[src/rtl/alarm_bank_if.sv]
// alarm_bank_if: groups the show-time, program, acknowledge and read-back
// signals of the multi-channel alarm engine. The master modport drives the
// engine; the slave modport is the engine itself.
`timescale 1ns/1ps
interface alarm_bank_if #(
    parameter int N_ALARM = 4,
    parameter int IDX_W   = (N_ALARM > 1) ? $clog2(N_ALARM) : 1
);
    logic               tick_1hz;
    logic [7:0]         show_hour;
    logic [7:0]         show_min;
    logic [7:0]         show_sec;
    logic               wr_en;
    logic [IDX_W-1:0]   wr_idx;
    logic [7:0]         wr_hour;
    logic [7:0]         wr_min;
    logic               wr_on;
    logic               dismiss;
    logic               snooze;
    logic [IDX_W-1:0]   ack_idx;
    logic [IDX_W-1:0]   rd_idx;
    logic [N_ALARM-1:0] ring;
    logic               ring_any;
    logic [15:0]        rd_time;
    logic [1:0]         rd_state;

    modport master (
        output tick_1hz, show_hour, show_min, show_sec,
        output wr_en, wr_idx, wr_hour, wr_min, wr_on,
        output dismiss, snooze, ack_idx, rd_idx,
        input  ring, ring_any, rd_time, rd_state
    );

    modport slave (
        input  tick_1hz, show_hour, show_min, show_sec,
        input  wr_en, wr_idx, wr_hour, wr_min, wr_on,
        input  dismiss, snooze, ack_idx, rd_idx,
        output ring, ring_any, rd_time, rd_state
    );
endinterface

[src/rtl/alarm_bank.sv]
// alarm_bank: N independently programmable alarm channels with arm/disarm,
// auto-timeout of ringing after RING_SEC ticks, and optional snooze.
// Optional feature macro: ALARM_SNOOZE_EN (snooze input, SNOOZED state and
// the BCD minute adder). Without it, snooze is ignored and rd_time is prog.
`timescale 1ns/1ps
module alarm_bank #(
    parameter int N_ALARM    = 4,
    parameter int RING_SEC   = 60,
    parameter int SNOOZE_MIN = 5,
    parameter int IDX_W      = (N_ALARM > 1) ? $clog2(N_ALARM) : 1
) (
    input  logic       CP,
    input  logic       _CR,
    alarm_bank_if.slave bus
);

    typedef enum logic [1:0] {
        S_OFF     = 2'b00,
        S_ARMED   = 2'b01,
        S_RINGING = 2'b10,
        S_SNOOZED = 2'b11
    } state_t;

    // A time is accepted only as valid packed BCD within 00:00 .. 23:59.
    function automatic logic bcd_valid(input logic [7:0] hh, input logic [7:0] mm);
        logic nib_ok;
        nib_ok = (hh[7:4] <= 4'd9) && (hh[3:0] <= 4'd9) &&
                 (mm[7:4] <= 4'd9) && (mm[3:0] <= 4'd9);
        return nib_ok && (hh <= 8'h23) && (mm <= 8'h59);
    endfunction

`ifdef ALARM_SNOOZE_EN
    // Packed BCD (00..99) to binary.
    function automatic logic [6:0] bcd2bin(input logic [7:0] b);
        return (7'(b[7:4]) * 7'd10) + 7'(b[3:0]);
    endfunction

    // Binary (0..99) to packed BCD.
    function automatic logic [7:0] bin2bcd(input logic [6:0] v);
        return {4'(v / 7'd10), 4'(v % 7'd10)};
    endfunction

    // Show time plus SNOOZE_MIN minutes, carrying into the hour, 23 -> 00.
    function automatic logic [15:0] snooze_add(input logic [7:0] hh, input logic [7:0] mm);
        logic [6:0] m_bin;
        logic [6:0] h_bin;
        m_bin = bcd2bin(mm) + 7'(SNOOZE_MIN);
        h_bin = bcd2bin(hh);
        if (m_bin >= 7'd60) begin
            m_bin = m_bin - 7'd60;
            h_bin = (h_bin == 7'd23) ? 7'd0 : (h_bin + 7'd1);
        end else begin
            m_bin = m_bin;
        end
        return {bin2bcd(h_bin), bin2bcd(m_bin)};
    endfunction
`endif

    state_t             r_state  [N_ALARM];
    logic [15:0]        r_prog   [N_ALARM];
    logic [15:0]        r_target [N_ALARM];
    logic [7:0]         r_cnt    [N_ALARM];
    logic [N_ALARM-1:0] r_ring;
    logic               r_ring_any;

    state_t             w_state_nxt  [N_ALARM];
    logic [15:0]        w_prog_nxt   [N_ALARM];
    logic [15:0]        w_target_nxt [N_ALARM];
    logic [7:0]         w_cnt_nxt    [N_ALARM];
    logic [N_ALARM-1:0] w_ring_nxt;
    logic               w_wr_ok;
    logic               w_tick_min;
    logic [15:0]        w_rd_time;
    logic [1:0]         w_rd_state;

    assign w_wr_ok    = bus.wr_en && bcd_valid(bus.wr_hour, bus.wr_min);
    assign w_tick_min = bus.tick_1hz && (bus.show_sec == 8'h00);

`ifdef ALARM_SNOOZE_EN
    logic [15:0] w_snooze_t;
    assign w_snooze_t = snooze_add(bus.show_hour, bus.show_min);
`else
    logic w_unused_s;
    assign w_unused_s = bus.snooze;
`endif

    // Per-channel next state: write > dismiss > snooze > timeout > match.
    always_comb begin
        w_ring_nxt = '0;
        for (int i = 0; i < N_ALARM; i++) begin
            w_state_nxt[i]  = r_state[i];
            w_prog_nxt[i]   = r_prog[i];
            w_target_nxt[i] = r_target[i];
            w_cnt_nxt[i]    = r_cnt[i];
            if (w_wr_ok && (bus.wr_idx == IDX_W'(i))) begin
                w_prog_nxt[i]   = {bus.wr_hour, bus.wr_min};
                w_target_nxt[i] = {bus.wr_hour, bus.wr_min};
                w_cnt_nxt[i]    = 8'd0;
                w_state_nxt[i]  = bus.wr_on ? S_ARMED : S_OFF;
            end else if (bus.dismiss && (bus.ack_idx == IDX_W'(i)) &&
                         ((r_state[i] == S_RINGING) || (r_state[i] == S_SNOOZED))) begin
                w_state_nxt[i]  = S_ARMED;
                w_target_nxt[i] = r_prog[i];
`ifdef ALARM_SNOOZE_EN
            end else if (bus.snooze && (bus.ack_idx == IDX_W'(i)) &&
                         (r_state[i] == S_RINGING)) begin
                w_state_nxt[i]  = S_SNOOZED;
                w_target_nxt[i] = w_snooze_t;
`endif
            end else if (bus.tick_1hz && (r_state[i] == S_RINGING)) begin
                // The entry tick is not counted; stop on the RING_SEC-th tick.
                if (r_cnt[i] == 8'(RING_SEC - 1)) begin
                    w_state_nxt[i]  = S_ARMED;
                    w_target_nxt[i] = r_prog[i];
                end else begin
                    w_cnt_nxt[i] = r_cnt[i] + 8'd1;
                end
            end else if (w_tick_min && ({bus.show_hour, bus.show_min} == r_target[i]) &&
                         ((r_state[i] == S_ARMED) || (r_state[i] == S_SNOOZED))) begin
                w_state_nxt[i] = S_RINGING;
                w_cnt_nxt[i]   = 8'd0;
            end else begin
                w_state_nxt[i] = r_state[i];
            end
            w_ring_nxt[i] = (w_state_nxt[i] == S_RINGING);
        end
    end

    // Channel registers plus registered ring flags; reset clears programming.
    always_ff @(posedge CP or posedge _CR) begin
        if (_CR) begin
            for (int i = 0; i < N_ALARM; i++) begin
                r_state[i]  <= S_OFF;
                r_prog[i]   <= 16'h0000;
                r_target[i] <= 16'h0000;
                r_cnt[i]    <= 8'd0;
            end
            r_ring     <= '0;
            r_ring_any <= 1'b0;
        end else begin
            for (int i = 0; i < N_ALARM; i++) begin
                r_state[i]  <= w_state_nxt[i];
                r_prog[i]   <= w_prog_nxt[i];
                r_target[i] <= w_target_nxt[i];
                r_cnt[i]    <= w_cnt_nxt[i];
            end
            r_ring     <= w_ring_nxt;
            r_ring_any <= |w_ring_nxt;
        end
    end

    // Zero-latency read-back; an out-of-range index reads as zero.
    always_comb begin
        w_rd_time  = 16'h0000;
        w_rd_state = 2'b00;
        if (int'(bus.rd_idx) < N_ALARM) begin
`ifdef ALARM_SNOOZE_EN
            w_rd_time = r_target[bus.rd_idx];
`else
            w_rd_time = r_prog[bus.rd_idx];
`endif
            w_rd_state = r_state[bus.rd_idx];
        end else begin
            w_rd_time  = 16'h0000;
            w_rd_state = 2'b00;
        end
    end

    assign bus.ring     = r_ring;
    assign bus.ring_any = r_ring_any;
    assign bus.rd_time  = w_rd_time;
    assign bus.rd_state = w_rd_state;

endmodule

[src/flat_wrapper.sv]
// flat-port wrapper written by rule: the top's interface ports become plain ports
module alarm_bank_flat 
#(
    parameter int N_ALARM    = 4,
    parameter int RING_SEC   = 60,
    parameter int SNOOZE_MIN = 5,
    parameter int IDX_W      = (N_ALARM > 1) ? $clog2(N_ALARM) : 1
)
  (CP, _CR, bus_tick_1hz, bus_show_hour, bus_show_min, bus_show_sec, bus_wr_en, bus_wr_idx, bus_wr_hour, bus_wr_min, bus_wr_on, bus_dismiss, bus_snooze, bus_ack_idx, bus_rd_idx, bus_ring, bus_ring_any, bus_rd_time, bus_rd_state);
  alarm_bank_if #(.N_ALARM(N_ALARM), .IDX_W(IDX_W)) bus_i ();
  input  logic CP;
  input  logic _CR;
  input wire logic [$bits(bus_i.tick_1hz)-1:0] bus_tick_1hz;
  input wire logic [$bits(bus_i.show_hour)-1:0] bus_show_hour;
  input wire logic [$bits(bus_i.show_min)-1:0] bus_show_min;
  input wire logic [$bits(bus_i.show_sec)-1:0] bus_show_sec;
  input wire logic [$bits(bus_i.wr_en)-1:0] bus_wr_en;
  input wire logic [$bits(bus_i.wr_idx)-1:0] bus_wr_idx;
  input wire logic [$bits(bus_i.wr_hour)-1:0] bus_wr_hour;
  input wire logic [$bits(bus_i.wr_min)-1:0] bus_wr_min;
  input wire logic [$bits(bus_i.wr_on)-1:0] bus_wr_on;
  input wire logic [$bits(bus_i.dismiss)-1:0] bus_dismiss;
  input wire logic [$bits(bus_i.snooze)-1:0] bus_snooze;
  input wire logic [$bits(bus_i.ack_idx)-1:0] bus_ack_idx;
  input wire logic [$bits(bus_i.rd_idx)-1:0] bus_rd_idx;
  output wire logic [$bits(bus_i.ring)-1:0] bus_ring;
  output wire logic [$bits(bus_i.ring_any)-1:0] bus_ring_any;
  output wire logic [$bits(bus_i.rd_time)-1:0] bus_rd_time;
  output wire logic [$bits(bus_i.rd_state)-1:0] bus_rd_state;
  assign bus_i.tick_1hz = bus_tick_1hz;
  assign bus_i.show_hour = bus_show_hour;
  assign bus_i.show_min = bus_show_min;
  assign bus_i.show_sec = bus_show_sec;
  assign bus_i.wr_en = bus_wr_en;
  assign bus_i.wr_idx = bus_wr_idx;
  assign bus_i.wr_hour = bus_wr_hour;
  assign bus_i.wr_min = bus_wr_min;
  assign bus_i.wr_on = bus_wr_on;
  assign bus_i.dismiss = bus_dismiss;
  assign bus_i.snooze = bus_snooze;
  assign bus_i.ack_idx = bus_ack_idx;
  assign bus_i.rd_idx = bus_rd_idx;
  assign bus_ring = bus_i.ring;
  assign bus_ring_any = bus_i.ring_any;
  assign bus_rd_time = bus_i.rd_time;
  assign bus_rd_state = bus_i.rd_state;
  alarm_bank #(.N_ALARM(N_ALARM), .RING_SEC(RING_SEC), .SNOOZE_MIN(SNOOZE_MIN), .IDX_W(IDX_W)) u_core (.CP(CP), ._CR(_CR), .bus(bus_i));
endmodule
[config.mk]
export PLATFORM = sky130hd
export DESIGN_NAME = alarm_bank_flat
export DESIGN_NICKNAME = d
export VERILOG_FILES = /design/src/rtl/alarm_bank_if.sv /design/src/rtl/alarm_bank.sv /design/src/flat_wrapper.sv
export SDC_FILE = /design/constraint.sdc
export NUM_CORES = 1
export LEC_CHECK = 0
export ABC_AREA = 0
export BUFFER_PORTS_ARGS = -buffer_cell sky130_fd_sc_hd__buf_2
export CORE_MARGIN = 5
export CORE_UTILIZATION = 25
export CTS_CLUSTER_DIAMETER = 200
export DETAILED_ROUTE_END_ITERATION = 6
export HOLD_SLACK_MARGIN = 0.03
export PLACE_DENSITY = 0.42
export SLEW_MARGIN = 20
export SYNTH_ARGS = -nofsm -noshare
export SYNTH_HDL_FRONTEND = slang
export SYNTH_SLANG_ARGS = --single-unit
[constraint.sdc]
create_clock -name CP -period 5.85 [get_ports CP]
set_input_delay 0.585 -clock CP [delete_from_list [all_inputs] [get_ports CP]]
set_output_delay 0.585 -clock CP [all_outputs]
set_load 0.01 [all_outputs]
==> results.md <==
- WS Path Type: input pin to flip-flop
- Die ar.: 37800 sq um
- Synth area leaders: dfrtp_1 (51%), mux2_2 (10%), nor2_1 (6.2%)
- Worst rel slew slack: 38.3%
- Largest delay contributor family on the critical path: simple AND/OR/NAND/NOR gates
- Status: finished clean
- Max VDD drop: 0.196 mV
- Vias per inst: 4.59
- Clock Latency Late Sink: 0.44 ns
- Design Power: 3300 uW
- Final RePlAce weighted congestion: 0.731
- Vias in the first global route: 6308
- Max Fclk: 0.324 GHz
- Post-Layout Cell Count: 1302
- Setup Viol. Count Final: 0
- Fin Setup TNS: 0 ns
- Post-synth top area cell: dfrtp_1
- Worst path slowest cell: o21ai_0
- Cell mode on critical path: or4_1
- Post-CTS resize count: 0
- Yosys cell types: 61
- Sequential-to-total area share from yosys stat: 50.9%
- Combinational Power Share: 17.1%
- RSZ-0062 raised after global routing: false
- #FFs+latches synth: 173
- CTS Hold Bufs: 0
- Via Count: 5979
- I/O Pins: 76
- Clock slew at reported path FFs: 0.07 ns
- Cts bufs inserted: 17
- Post-synth ARST share: 100%
- Synth Cell Area: 8500 sq um
- DR WL/cell: 19.3 um
- Req. time, crit path: 6.15 ns
- Max Root-Sink Buffers: 2
- # Post-CTS Setup Buffers: 0
- Min Tclk post-route: 3.09 ns
- P_int: 2290 uW
- Hold_ws: 0.329 ns
- Gr ovfl total: 0
- First-pass GRT wire length: 39500 um
- Sw frac: 30.8%
- Fin area: 10000 sq um
- Leak: 0.00460 uW
- Num rows: 67
- Hold/Removal Path Class: input pin to asynchronous set/reset pin
- Pwr dens: 330 nW/um^2
- Main synth FF type: dfrtp_1
- Placed cell count: 1269
- Critical Path, Cell by Cell: buf_2 -> o21ai_0 -> nand3_1 -> or4_1 -> buf_4 -> nand2b_1 -> a21oi_1 -> or4_1
- Layout cell share with drive strength beyond 1: 27.0%
- CP endpoint kind: flip-flop
- Highest net fanout along the worst path: 25
- CTS sink cnt: 173
- Avg Cell Area, Syn: 11.1 sq um
- CP Buf/Inv Count: 2
- Root Buffer: clkbuf_16
- Worst Clk Skew: 0.0193 ns
- Die width: 194 um
- Final period util: 52.8%
- DRT antenna net count: 0
- Port bufs: 74
- Area post-placement: 9390 sq um
- Max-cap violation count: 0
- H-tree levels: 4
- Total Wirelength: 25100 um
- Die span in y: 194 um
- Core area: 33500 sq um
- Total Routing Usage GR: 13.6%
- Worst Max-Slew Pin Slew: 0.924 ns
- Initial DRC count: 339
- Layout area overhead: 17.7%
- Critical Path AT: 3.39 ns
- Largest net degree at the start of global routing: 93
- Fin. Hold Viols: 0
- Most common cell in the netlist: dfrtp_1
- EDFF count, synth: 0
- Flop pwr share: 46.6%
- Syn nets: 820
- TritonRoute pass-1 iters: 4
- Initial core utilization: 25.4%
- Nets@finish: 897
- CTS tree: done
- CP Launch Type: input pin
- Detail Placement HPWL: 17100 um
- Largest stage delay, worst path: 0.54 ns
- # DRC: 0
- Final Slew Violations: 0
- Clk pwr share: 36.3%
- Post-synth top cells: dfrtp_1 (173), nor2_1 (141), mux2_2 (76), xor2_1 (33), xnor2_1 (32)
- Initial antenna violation count: 1
- Yosys top cell area share: 50.9%
- Sw power: 1020 uW
- Yosys warns: 0
- Cells after Synth: 763
layer usage:
metal | track usage (%) | wire (um) | vias up
met4 | 1.95 | 130 | 0
met2 | 21.3 | 11700 | 89
li1 | - | - | 2873
met1 | 19.7 | 12400 | 3009
met5 | 0 | 0 | -
met3 | 2.91 | 840 | 8
per-stage QoR:
step	util [%]	setup WS, ns
finish	29.9	2.76
global route	29.9	2.55
CTS	29.9	2.67
detailed placement	28.0	2.22
global placement	28.0	2.25
floorplan	-	0.577
sequential cells by signal (all words and copies together), names as in the netlist:
signal and count:
u_core.r_state 8, u_core.r_target 64, u_core.bus.ring_any 1, u_core.r_prog 64, u_core.r_cnt 32, u_core.bus.ring 4
cells in the final DEF (no fill, tap or decap), types with 5 or more instances in the layout:
master and n:
buf_4 11, buf_2 74, xnor2_1 32, o21a_1 7, nand2b_1 6, nand2_1 31
xor2_1 33, or3_1 8, nor3_1 15, dfrtp_1 173, o21ai_0 13, inv_1 10
and2_1 15, mux4_2 18, nand3_1 17, clkbuf_16 17, mux2_2 76, a31o_2 5
nand4_1 15, nor2_1 140, nor4_1 14, nor2b_1 5, and3_1 8, o22ai_1 5
or4_1 5, a32o_1 9, a21oi_1 27
area by class of cell:
type / instances / area (sq um)
Clock inverter: 15 / 193
Sequential cell: 173 / 4330
Multi-Input combinational cell: 552 / 4000
Inverter: 11 / 46.3
Tap cell: 448 / 561
Timing Repair Buffer: 85 / 453
Antenna cell: 1 / 2.50
Clock buffer: 17 / 425
Fill cell: 3553 / 23500
logic make-up after synthesis:
kind of cell | share of synthesized area [%]
AND/OR/NAND/NOR | 17.2
buffers and inverters | 2.05
multiplexers | 15.1
adder cells (fa/ha/maj) | 0.589
XOR/XNOR | 6.70
AO/OA/AOI/OAI | 7.45
flip-flops | 50.9
power by group through the flow:
stage	Sequential (uW)	Clock [uW]	Combinational, uW
2_1_floorplan	1530	0	417
4_1_cts	1540	1230	580
3_3_place_gp	1560	0	571
6_report	1540	1200	565
5_1_grt	1570	1280	647
3_5_place_dp	1560	0	576
final timing paths:
| path | cells after the start | slack, ns | end | start |
|---|---|---|---|---|
| min in group CP | 2 | 0.45 | u_core.r_prog[32]$_DFFE_PP0P_ | bus_wr_min[0] |
| hold / removal | 2 | 0.33 | u_core.r_cnt[0]$_DFFE_PP0P_ | _CR |
| setup reg to reg | 5 | 3.00 | u_core.bus.ring_any$_DFF_PP0_ | u_core.r_state[6]$_DFF_PP0_ |
| hold reg to reg | 1 | 0.49 | u_core.r_cnt[7]$_DFFE_PP0P_ | u_core.r_cnt[7]$_DFFE_PP0P_ |
| setup / recovery | 8 | 2.76 | u_core.bus.ring_any$_DFF_PP0_ | bus_wr_min[1] |
| max in group asynchronous | 3 | 4.16 | u_core.r_prog[7]$_DFFE_PP0P_ | _CR |
Note: power is estimated with default switching activity, not from simulation.
